**config.mk**
```make
export PLATFORM = sky130hd
export DESIGN_NAME = alu_op_sequencer_flat
export DESIGN_NICKNAME = d
export VERILOG_FILES = /design/src/rtl/alu_pkg.sv /design/src/rtl/alu_op_sequencer_if.sv /design/src/rtl/alu.sv /design/src/rtl/alu_op_sequencer.sv /design/src/flat_wrapper.sv
export SDC_FILE = /design/constraint.sdc
export NUM_CORES = 1
export LEC_CHECK = 0
export CAP_MARGIN = 20
export CORE_MARGIN = 4
export CORE_UTILIZATION = 46
export CTS_CLUSTER_SIZE = 24
export DETAILED_ROUTE_END_ITERATION = 6
export PLACE_DENSITY = 0.81
export SLEW_MARGIN = 25
export SYNTH_ARGS = -nofsm -noshare
export SYNTH_HDL_FRONTEND = slang
export SYNTH_SLANG_ARGS = --single-unit
export TNS_END_PERCENT = 30
```
**constraint.sdc**
```tcl
create_clock -name clk -period 5.09 [get_ports clk]
set_input_delay 0.509 -clock clk [delete_from_list [all_inputs] [get_ports clk]]
set_output_delay 0.509 -clock clk [all_outputs]
set_load 0.05 [all_outputs]
```
**src/rtl/alu_pkg.sv**
```systemverilog
// Shared definitions for the ALU and its multi-cycle operand/result sequencer.
package alu_pkg;

    localparam int DATA_WIDTH = 32;
    localparam int SEL_WIDTH  = 16;

    localparam logic [SEL_WIDTH-1:0] OP_AND  = 16'd0;
    localparam logic [SEL_WIDTH-1:0] OP_OR   = 16'd1;
    localparam logic [SEL_WIDTH-1:0] OP_NOT  = 16'd2;
    localparam logic [SEL_WIDTH-1:0] OP_XOR  = 16'd3;
    localparam logic [SEL_WIDTH-1:0] OP_NOR  = 16'd4;
    localparam logic [SEL_WIDTH-1:0] OP_NEG  = 16'd5;
    localparam logic [SEL_WIDTH-1:0] OP_ROL  = 16'd6;
    localparam logic [SEL_WIDTH-1:0] OP_ROR  = 16'd7;
    localparam logic [SEL_WIDTH-1:0] OP_SHL  = 16'd8;
    localparam logic [SEL_WIDTH-1:0] OP_SHR  = 16'd9;
    localparam logic [SEL_WIDTH-1:0] OP_SHRA = 16'd10;
    localparam logic [SEL_WIDTH-1:0] OP_ADD  = 16'd11;
    localparam logic [SEL_WIDTH-1:0] OP_SUB  = 16'd12;
    localparam logic [SEL_WIDTH-1:0] OP_MUL  = 16'd13;
    localparam logic [SEL_WIDTH-1:0] OP_DIV  = 16'd14;
    localparam logic [SEL_WIDTH-1:0] OP_MAX  = 16'd14;

    typedef enum logic [1:0] {
        ST_IDLE,
        ST_GET_B,
        ST_EXEC,
        ST_WB
    } state_t;

    function automatic logic op_legal(input logic [SEL_WIDTH-1:0] op);
        return op <= OP_MAX;
    endfunction

endpackage

```
**src/rtl/alu_op_sequencer_if.sv**
```systemverilog
// Control-side request/result signals plus the ALU operand/result path of the sequencer.
interface alu_op_sequencer_if;
    import alu_pkg::*;

    logic                  start;
    logic [SEL_WIDTH-1:0]  op;
    logic [DATA_WIDTH-1:0] bus_in;
    logic                  busy;
    logic                  done;
    logic                  err;
    logic [DATA_WIDTH-1:0] result;
    logic [DATA_WIDTH-1:0] hi;
    logic [DATA_WIDTH-1:0] lo;
    logic [DATA_WIDTH-1:0] alu_a;
    logic [DATA_WIDTH-1:0] alu_b;
    logic [SEL_WIDTH-1:0]  alu_sel;
    logic [DATA_WIDTH-1:0] alu_zhigh;
    logic [DATA_WIDTH-1:0] alu_zlow;

    modport master (
        output start, op, bus_in,
        input  busy, done, err, result, hi, lo
    );

    modport slave (
        input  start, op, bus_in, alu_zhigh, alu_zlow,
        output busy, done, err, result, hi, lo, alu_a, alu_b, alu_sel
    );

    modport alu (
        input  alu_a, alu_b, alu_sel,
        output alu_zhigh, alu_zlow
    );

endinterface

```
**src/rtl/alu.sv**
```systemverilog
// Combinational ALU: 64-bit ZHigh/ZLow result, zero for unknown selects.
module alu
    import alu_pkg::*;
(
    input  logic [DATA_WIDTH-1:0] a,
    input  logic [DATA_WIDTH-1:0] b,
    input  logic [SEL_WIDTH-1:0]  sel,
    output logic [DATA_WIDTH-1:0] zhigh,
    output logic [DATA_WIDTH-1:0] zlow
);

    logic [$clog2(DATA_WIDTH)-1:0]   sh;
    logic signed [2*DATA_WIDTH-1:0]  a_wide;
    logic signed [2*DATA_WIDTH-1:0]  b_wide;
    logic signed [DATA_WIDTH:0]      a_ext;
    logic signed [DATA_WIDTH:0]      b_ext;

    always_comb begin
        zhigh  = '0;
        zlow   = '0;
        sh     = b[$clog2(DATA_WIDTH)-1:0];
        a_wide = {{DATA_WIDTH{a[DATA_WIDTH-1]}}, a};
        b_wide = {{DATA_WIDTH{b[DATA_WIDTH-1]}}, b};
        // one extra bit keeps most-negative / -1 well defined
        a_ext  = {a[DATA_WIDTH-1], a};
        b_ext  = {b[DATA_WIDTH-1], b};
        case (sel)
            OP_AND:  zlow = a & b;
            OP_OR:   zlow = a | b;
            OP_NOT:  zlow = ~a;
            OP_XOR:  zlow = a ^ b;
            OP_NOR:  zlow = ~(a | b);
            OP_NEG:  zlow = -a;
            OP_ROL:  zlow = (a << sh) | (a >> (DATA_WIDTH - int'(sh)));
            OP_ROR:  zlow = (a >> sh) | (a << (DATA_WIDTH - int'(sh)));
            OP_SHL:  zlow = a << sh;
            OP_SHR:  zlow = a >> sh;
            OP_SHRA: zlow = $signed(a) >>> sh;
            OP_ADD:  zlow = a + b;
            OP_SUB:  zlow = a - b;
            OP_MUL:  {zhigh, zlow} = a_wide * b_wide;
            OP_DIV: begin
                if (b != '0) begin
                    zlow  = DATA_WIDTH'(a_ext / b_ext);
                    zhigh = DATA_WIDTH'(a_ext % b_ext);
                end
            end
            default: begin
                zhigh = '0;
                zlow  = '0;
            end
        endcase
    end

endmodule

```
**src/rtl/alu_op_sequencer.sv**
```systemverilog
// Multi-cycle front end: gathers two operands off the shared bus, runs the ALU
// for one cycle, and writes back result (and HI/LO for mul/div).
//
// state    | meaning
// ST_IDLE  | waiting for start; operand A and op captured on start
// ST_GET_B | operand B captured from the bus
// ST_EXEC  | ALU inputs stable; Z captured at end of cycle
// ST_WB    | result/hi/lo/err written; done pulses next cycle
module alu_op_sequencer
    import alu_pkg::*;
(
    input  logic               clk,
    input  logic               clr,
    alu_op_sequencer_if.slave  sq
);

    state_t                  state_q, state_d;
    logic                    cap_a, cap_b, cap_z, wb;
    logic [DATA_WIDTH-1:0]   y_q, b_q;
    logic [SEL_WIDTH-1:0]    opreg_q;
    logic [2*DATA_WIDTH-1:0] z_q;
    logic [DATA_WIDTH-1:0]   result_q, hi_q, lo_q;
    logic                    done_q, err_q;

    always_ff @(posedge clk) begin
        if (clr) begin
            state_q <= ST_IDLE;
        end else begin
            state_q <= state_d;
        end
    end

    always_comb begin
        state_d = state_q;
        cap_a   = 1'b0;
        cap_b   = 1'b0;
        cap_z   = 1'b0;
        wb      = 1'b0;
        case (state_q)
            ST_IDLE: begin
                if (sq.start) begin
                    cap_a   = 1'b1;
                    state_d = ST_GET_B;
                end
            end
            ST_GET_B: begin
                cap_b   = 1'b1;
                state_d = ST_EXEC;
            end
            ST_EXEC: begin
                cap_z   = 1'b1;
                state_d = ST_WB;
            end
            ST_WB: begin
                wb      = 1'b1;
                state_d = ST_IDLE;
            end
            default: state_d = ST_IDLE;
        endcase
    end

    always_ff @(posedge clk) begin
        if (clr) begin
            y_q      <= '0;
            b_q      <= '0;
            opreg_q  <= '0;
            z_q      <= '0;
            result_q <= '0;
            hi_q     <= '0;
            lo_q     <= '0;
            done_q   <= 1'b0;
            err_q    <= 1'b0;
        end else begin
            if (cap_a) begin
                y_q     <= sq.bus_in;
                opreg_q <= sq.op;
            end
            if (cap_b) begin
                b_q <= sq.bus_in;
            end
            if (cap_z) begin
                z_q <= {sq.alu_zhigh, sq.alu_zlow};
            end
            done_q <= wb;
            if (wb) begin
                if (op_legal(opreg_q)) begin
                    result_q <= z_q[DATA_WIDTH-1:0];
                    err_q    <= 1'b0;
                    if (opreg_q == OP_MUL || opreg_q == OP_DIV) begin
                        hi_q <= z_q[2*DATA_WIDTH-1:DATA_WIDTH];
                        lo_q <= z_q[DATA_WIDTH-1:0];
                    end
                end else begin
                    result_q <= '0;
                    err_q    <= 1'b1;
                end
            end
        end
    end

    assign sq.busy    = (state_q != ST_IDLE);
    assign sq.done    = done_q;
    assign sq.err     = err_q;
    assign sq.result  = result_q;
    assign sq.hi      = hi_q;
    assign sq.lo      = lo_q;
    assign sq.alu_a   = y_q;
    assign sq.alu_b   = b_q;
    assign sq.alu_sel = opreg_q;

endmodule

```
**src/flat_wrapper.sv**
```systemverilog
// flat-port wrapper written by rule: the top's interface ports become plain ports
module alu_op_sequencer_flat import alu_pkg::*;
  (clk, clr, sq_start, sq_op, sq_bus_in, sq_alu_zhigh, sq_alu_zlow, sq_busy, sq_done, sq_err, sq_result, sq_hi, sq_lo, sq_alu_a, sq_alu_b, sq_alu_sel);
  alu_op_sequencer_if sq_i ();
  input  logic clk;
  input  logic clr;
  input wire logic [$bits(sq_i.start)-1:0] sq_start;
  input wire logic [$bits(sq_i.op)-1:0] sq_op;
  input wire logic [$bits(sq_i.bus_in)-1:0] sq_bus_in;
  input wire logic [$bits(sq_i.alu_zhigh)-1:0] sq_alu_zhigh;
  input wire logic [$bits(sq_i.alu_zlow)-1:0] sq_alu_zlow;
  output wire logic [$bits(sq_i.busy)-1:0] sq_busy;
  output wire logic [$bits(sq_i.done)-1:0] sq_done;
  output wire logic [$bits(sq_i.err)-1:0] sq_err;
  output wire logic [$bits(sq_i.result)-1:0] sq_result;
  output wire logic [$bits(sq_i.hi)-1:0] sq_hi;
  output wire logic [$bits(sq_i.lo)-1:0] sq_lo;
  output wire logic [$bits(sq_i.alu_a)-1:0] sq_alu_a;
  output wire logic [$bits(sq_i.alu_b)-1:0] sq_alu_b;
  output wire logic [$bits(sq_i.alu_sel)-1:0] sq_alu_sel;
  assign sq_i.start = sq_start;
  assign sq_i.op = sq_op;
  assign sq_i.bus_in = sq_bus_in;
  assign sq_i.alu_zhigh = sq_alu_zhigh;
  assign sq_i.alu_zlow = sq_alu_zlow;
  assign sq_busy = sq_i.busy;
  assign sq_done = sq_i.done;
  assign sq_err = sq_i.err;
  assign sq_result = sq_i.result;
  assign sq_hi = sq_i.hi;
  assign sq_lo = sq_i.lo;
  assign sq_alu_a = sq_i.alu_a;
  assign sq_alu_b = sq_i.alu_b;
  assign sq_alu_sel = sq_i.alu_sel;
  alu_op_sequencer u_core (.clk(clk), .clr(clr), .sq(sq_i));
endmodule
```
* Yosys cells after proc, flatten, opt, wreduce, memory -nomap -nowiden
Index checks and enable logic that the tools add are counted.
Word-level totals: bits in registers 244, output and inout port bits 179, logic and storage cells 30
Cells by class: $lt $le $gt $ge 1, equal/unequal tests 6, multiplexer cells 9, reduce and logical (&&, ||, !) cells 4
Operators by type and width (number):
- 16-bit by 4-bit equality test with 1-bit output, second input constant | 2
- 32-bit 2-to-1 mux | 1
- 16-bit by 4-bit <= comparator with 1-bit output, second input constant | 1
- 2-bit one-hot mux with 4 select lines | 1
- 1-bit 2-to-1 mux | 6
- 2-bit equality test, second input constant | 2
- 3-bit AND reduction | 1
- 2-bit by 1-bit equality test with 1-bit output, second input constant | 1
- 2-bit zero test | 1
- 2-bit 2-to-1 mux | 1
- 2-bit != test, second input constant | 1
- 2-bit nonzero test | 1
- 1-bit logical OR | 1

* Depth between registers and ports, before layout
depth in word-level cells 3, gate-level depth with buffers 7, gate-level depth less buffers 6

* Worst setup path after synthesis
Ideal clock, no wire load.
path kind reg-to-reg, start point reg u_core.opreg_q[15] (netlist: u_core.sq.alu_sel[15]), end point reg u_core.hi_q[25] (netlist: u_core.sq.hi[25]), arrival time 1.789 ns, required time 5.018 ns, setup slack 3.229 ns, stages on the path, launching flop included 7, path buffers 2, clock period less this slack 1.861 ns, path through dfxtp_1 -> nor4b_2 -> nand4_1 -> nor3_2 -> buf_4 -> buf_6 -> mux2i_1
On the way: longest elaborated chain between the ends 3, elaborated cells on any way between the ends 5
Ends and longest elaborated chain:
- start: declaration | line alu_op_sequencer.sv:20 | logic [SEL_WIDTH-1:0] opreg_q;
- start signal: assignment | line alu_op_sequencer.sv:76 | opreg_q <= sq.op;
- parallel branches: the longest is 2 deep, another holds 16-bit by 4-bit <= comparator with 1-bit output
- 3-bit AND reduction (no line) *
- end signal: assignment | line alu_op_sequencer.sv:90 | hi_q <= z_q[2*DATA_WIDTH-1:DATA_WIDTH];
- end: declaration | line alu_op_sequencer.sv:22 | logic [DATA_WIDTH-1:0] result_q, hi_q, lo_q;
Every way passes the cells marked *. A chain may end at the register's enable or synchronous reset.

* Worst setup path after layout
start point reg u_core.state_q[0], end point out sq_busy
On the way: longest elaborated chain between the ends 1
Ends and longest elaborated chain:
- start: declaration | line alu_op_sequencer.sv:17 | state_t state_q, state_d;
- start signal: assignment | line alu_op_sequencer.sv:29 | state_q <= state_d;
- 2-bit nonzero test | line alu_op_sequencer.sv:101 | assign sq.busy = (state_q != ST_IDLE);
- end: declaration | line flat_wrapper.sv:12 | output wire logic [$bits(sq_i.busy)-1:0] sq_busy;
Every way passes these cells.

==> flow_summary.yaml <==
run_status:
  status: "complete, no violations"
yosys:
  synth_top_area_share_pct: 56.0
  syn_nets: 1021
  yosys.area.top_type: "dfxtp_1"
  ys_seq_area_share_pct: 56.0
  ys_warn_count: 0
  synthesis.instances: 901
  syn_area_per_cell_um2: 9.67
  synth_top_flop_cell: "dfxtp_1"
  synth-edff-count: 0
  synth-seq-cells: 244
  synthesis.area_um2: 8720
  ys_types: 25
  synthArstFlopShare_pct: 0
  synth_area_leaders: "dfxtp_1, mux2i_1, nand2_1"
sta:
  slew_viol_final: 0
  setup_tns_ps: 0
  fin_crit_ps: 2730
  max_slew_margin_pct: 32.5
  rsz0062_at_grt: "no"
  final_hold_viol_count: 0
  worstMarginPinSlew_ps: 1010
  final.period_utilization_pct: 53.7
  max_freq_ghz: 0.366
  setup_viol: 0
  skew_ps: 10.6
detailed_routing:
  drc: 0
  via_count: 7123
  wl_per_cell_um: 16.7
  vias_per_cell: 5.02
  dr.pass1.iters: 5
  ant_nets: 0
  drt_iter0_drc: 259
  wl_um: 23600
clock_tree:
  cts_num_sinks: 244
  clk_latency_ps: 510
  h-tree-depth: 1
  cts_tree: "done"
  ctsRootBufferMaster: "clkbuf_16"
  clockBufferDepth: 3
  postCtsSetupRepairBufs: 0
  postCtsResizedCells: 0
  clkTransAtPathRegs_ps: 60
  holdBufCountCts: 0
  numCtsBuffers: 26
final_layout:
  area_delta_synth_final_pct: 44.5
  drive_above_1_share_pct: 4.98
  antenna_cells: 0
  num-nets-final: 1284
floorplanning:
  initial_utilization_pct: 46.8
  pin_count: 294
  num_rows: 50
  core_region_area_um2: 18600
  die_h_um: 146
  die-area_um2: 21200
  fp.dieW_um: 146
placement:
  finalWeightedCongestion: 0.785
  io_buffers: 293
  hpwl_um: 16000
job:
  max_cap_violations: 0
critical_path:
  start_kind: "flip-flop"
  path_max_fanout: 4
  crit_type: "flip-flop to primary output"
  worstRegToRegCells: 6
  cp.arrival_ps: 2220
  required_ps: 4580
  cp-end-kind: "primary output"
power:
  finalPower_mw: 5.72
  power_leakage_nw: 4.53
  power.density_nw_per_um2: 455
  ir_drop_v: 0.000376
grt:
  grt_start_max_net_pins: 89
  grt_first_pass_wirelength_um: 37600
  antenna_found_initial: 0
  grtUsageTotal_pct: 21.2
  grt_pass1_vias: 7160
  overflow: 0
hold_path:
  hold_path_depth: 2
  hold_class: "flip-flop to flip-flop"
-- metrics by stage --
step	worst slack, ps	cells	utilization [%]	area, um2	hold WS (ps)
2_1_floorplan	3230	901	-	8720	437
4_1_cts	2320	1418	67.5	12600	454
3_3_place_gp	2500	1370	63.0	11700	439
3_5_place_dp	2410	1370	63.0	11700	446
5_1_grt	2190	1418	67.5	12600	467
6_report	2360	1418	67.5	12600	445
-- final timing paths --
kind                                   startpoint                to  slack [ps]
worst max-delay path            u_core.state_q[0]           sq_busy        2360
worst min register to register     u_core.z_q[50]  u_core.sq.hi[18]         450
worst min-delay path               u_core.z_q[50]  u_core.sq.hi[18]         450
worst max register to register  u_core.state_q[1]   u_core.sq.hi[7]        2450
-- flip-flops by register name, indices dropped and copies added, names as in the netlist --
signal and flops:
u_core.sq.alu_a 32, u_core.sq.alu_b 32, u_core.sq.alu_sel 16, u_core.sq.done 1
u_core.sq.err 1, u_core.sq.hi 32, u_core.sq.lo 32, u_core.sq.result 32
u_core.state_q 2, u_core.z_q 64
-- synthesized netlist by cell type, types with 2 or more instances --
cell,count
dfxtp_1,244
nand2_1,228
mux2i_1,160
nor2_1,100
a21oi_1,49
clkbuf_1,41
a22o_1,32
buf_2,13
buf_1,7
ha_1,5
inv_1,4
buf_6,3
nor3_1,2
nor3_2,2
-- power breakdown --
group | internal (mW) | switching, mW | leakage (nW) | total, mW
Clock | 1.08 | 0.742 | 0.414 | 1.82
Sequential | 2.13 | 0.138 | 1.98 | 2.27
Combinational | 0.612 | 1.02 | 2.14 | 1.63
Total | 3.83 | 1.90 | 4.53 | 5.72
-- area by class of cell --
type / instances / area [um2]
Clock buffer: 37 / 753
Clock inverter: 11 / 88.8
Fill cell: 1442 / 6050
Inverter: 4 / 17.5
Multi-Input combinational cell: 588 / 3570
Sequential cell: 244 / 4880
Tap cell: 234 / 293
Timing Repair Buffer: 300 / 2980
-- routing by layer --
metal | global-route usage (%) | part of all wire (%)
met5 | 0 | 0
met4 | 6.51 | 2.6
met3 | 8.50 | 9.9
met2 | 35.6 | 47
met1 | 25.0 | 40
-- critical path, cell delays in order (launching register included) --
cell	delay (ps)
dfxtp_1	400
inv_1	140
ha_1	250
inv_1	90
clkdlybuf4s50_1	840
-- placed cells by master (no fill, tap or decap), drive strengths merged, types with 8 or more instances in the layout --
master	netlist	layout
clkbuf	41	37
mux2i	160	160
buf	24	8
clkdlybuf4s50	0	292
a21oi	49	49
nor2	100	100
nand2	228	228
a22o	32	32
clkinv	0	8
dfxtp	244	244
-- cells by family after synthesis --
logic type	synth area share, %
buffers and inverters	3.46
DFF	56.0
AOI/OAI and AO/OA	6.30
xor gates and xnor gates	0.101
adders and majority gates	0.718
and+or+nand+nor	15.0
muxes	18.4
Note: power is estimated with default switching activity, not from simulation.
==> RTL edit (same settings) <==
Re-encode `state_t` (4 states) as Gray code, 2 bits wide.
--- a/src/rtl/alu_pkg.sv
+++ b/src/rtl/alu_pkg.sv
@@ -23,8 +23,8 @@
 
     typedef enum logic [1:0] {
-        ST_IDLE,
-        ST_GET_B,
-        ST_EXEC,
-        ST_WB
+        ST_IDLE  = 2'b00,
+        ST_GET_B = 2'b01,
+        ST_EXEC  = 2'b11,
+        ST_WB    = 2'b10
     } state_t;
 
Check against the original RTL: no difference found for any inputs over 4 cycles, from zero or initial values; so few cycles prove little.
==> RTL edit against the original RTL <==
Maximum frequency grew 8.6%; via count grew 8.4%; setup slack gained 0.22 ns; final area shrank 0.82%; routed wire length grew 9.2%; area after synthesis shrank 1.6%; sequential cell count is the same; critical path type is now flip-flop to flip-flop; highest routed layer unchanged.
Power is not compared: it rests on default switching activity, and its combinational part moved more than twofold at a synthesized area within 25%.
==> RTL edit: results (changes against the original RTL) <==
- Most numerous cell types in the synthesized netlist: nand2_1 (420), dfxtp_1 (244), a21oi_1 (144) (was dfxtp_1 (244), nand2_1 (228), mux2i_1 (160))
- Worst setup slack after placement: 2.57 ns (was 2.41 ns)
- Met2 wirelength from detailed routing: 12,100 um (was 11,100 um)
- Average wire per standard cell: 17.1 um (was 16.7 um)
- Syn Nets: 1,115 (was 1,021)
- Fin nets: 1,374 (was 1,284)
- Critical R2R Capture: u_core.sq.hi[13] (was u_core.sq.hi[7])
- Global-route wire length before repair: 39,500 um (was 37,600 um)
- WL met3: 2620 um (was 2340 um)
- First-iteration detailed-routing DRC count: 343 (was 259)
- Worst Skew: 0.0105 ns (was 0.0106 ns)
- Rel. slew slack: 0.331 (was 0.325)
- Clk_lat worst skew: roughly 0.52 ns
- Fraction of layout instances using a drive strength above 1: 0.0486 (was 0.0498)
- Vias in the first global route: 7,508 (was 7,160)
- Number of antenna violations at the first check in global routing: 0 (unchanged)
- Critical path peak fanout: 57 (was 4)
- Count of buffers added by post-CTS timing repair for setup: 0 (unchanged)
- Buffer type at the clock tree root: clkbuf_16 (unchanged)
- Length of routed wiring on met1: 10,200 um (was 9520 um)
- Startpoint of the most critical hold path: u_core.sq.alu_b[8] (was u_core.z_q[50])
- Arrival time at the worst endpoint: 2.95 ns (was 2.22 ns)
- Dominant cells by area after synthesis: dfxtp_1 (57%), nand2_1 (18%), a21oi_1 (8.4%) (was dfxtp_1 (56%), mux2i_1 (18%), nand2_1 (9.8%))
- Iteration count of the initial detailed-routing pass: 4 (was 5)
- Estimated wirelength of the detail-placed design: 16,900 um (was 16,000 um)
- Aggregate global-route resource usage: 0.235 (was 0.212)
- Number of vias per cell after detailed routing: 5.13 (was 5.02)
- Path depth of the worst reg2reg path: 5 (was 6)
- Seq/Total Area, Yosys: 0.570 (was 0.560)
- WHS: 0.453 ns (was 0.445 ns)
- Level count of the clock H-tree: 1 (unchanged)
- Number of flip-flops under the largest register name: 64 (unchanged)
- Worst min-delay path endpoint: u_core.sq.alu_b[8] (was u_core.sq.hi[18])
- Maximum number of pins on one net before global-route repair: 93 (was 89)
- Number of instances resized during post-cts repair: 0 (unchanged)
- Number of different library cells in the post-synthesis netlist: 24 (was 25)
- Run status: finished clean (unchanged)
- Gpl congestion: 0.831 (was 0.785)
[RTL edit: changes by cell type after synthesis, sizes merged, moves of 7 or more]
cell / unedited run / this run
a21oi: 49 / 144
mux2i: 160 / 64
nand2: 228 / 420
nor2: 100 / 4
clkbuf: 41 / 56
buf: 24 / 17
[RTL edit: worst max path at each step]
stage | end | slack (ns) | depth (start not counted)
floorplan | u_core.sq.hi[25] | 3.23 | 6
global placement | u_core.sq.hi[11] | 2.66 | 5
detailed placement | u_core.sq.lo[21] | 2.57 | 5
CTS | u_core.sq.hi[13] | 2.53 | 5
global route | u_core.sq.lo[23] | 2.41 | 5
finish | u_core.sq.hi[13] | 2.57 | 5
[RTL edit: power groups by stage]
stage / clock network [mW] / registers (mW) / logic, mW
floorplan: 0 / 2.16 / 0.132
global placement: 0 / 2.03 / 0.483
detailed placement: 0 / 2.03 / 0.485
CTS: 2.03 / 1.99 / 0.489
global route: 2.10 / 1.99 / 0.517
finish: 2.00 / 1.99 / 0.486
[RTL edit: cell type report]
type / instances / area (um^2)
clock buffer: 36 / 759
clock inverter: 10 / 158
fill: 1423 / 5660
inverter: 2 / 10.0
multi-input combinational: 681 / 3380
sequential: 244 / 4880
tap: 229 / 287
timing repair buffer: 304 / 3010
[RTL edit: through the flow]
stage / total power [mW] / util / instance area, um^2 / std cells
CTS: 4.51 / 0.688 / 12500 / 1506
global route: 4.62 / 0.688 / 12500 / 1506
floorplan: 2.29 / - / 8570 / 1000
global placement: 2.51 / 0.638 / 11600 / 1460
finish: 4.47 / 0.688 / 12500 / 1506
detailed placement: 2.52 / 0.638 / 11600 / 1460
[RTL edit: cells by family (layout without fill, tap and decap cells)]
| family | count (synthesis) | count (layout) | share of synthesized area |
|---|---|---|---|
| multiplexers | 64 | 64 | 0.0747 |
| AND/OR/NAND/NOR | 439 | 439 | 0.197 |
| AO/OA/AOI/OAI | 177 | 177 | 0.118 |
| buffers and inverters | 75 | 352 | 0.0391 |
| flip-flops | 244 | 244 | 0.570 |
| XOR/XNOR | 1 | 1 | 0.00102 |
[RTL edit: worst max-delay path, cell delays in order (launching register included)]
cell and delay, ns:
dfxtp_1 0.45, and2b_1 0.28, nand4_1 0.33, nor3_4 0.26, buf_4 0.78, mux2i_1 0.30
[RTL edit: metal layers]
layer	track usage	up-vias
met5	0	-
met4	0.0835	0
met3	0.0804	62
met2	0.386	330
met1	0.288	3552
li1	-	3780
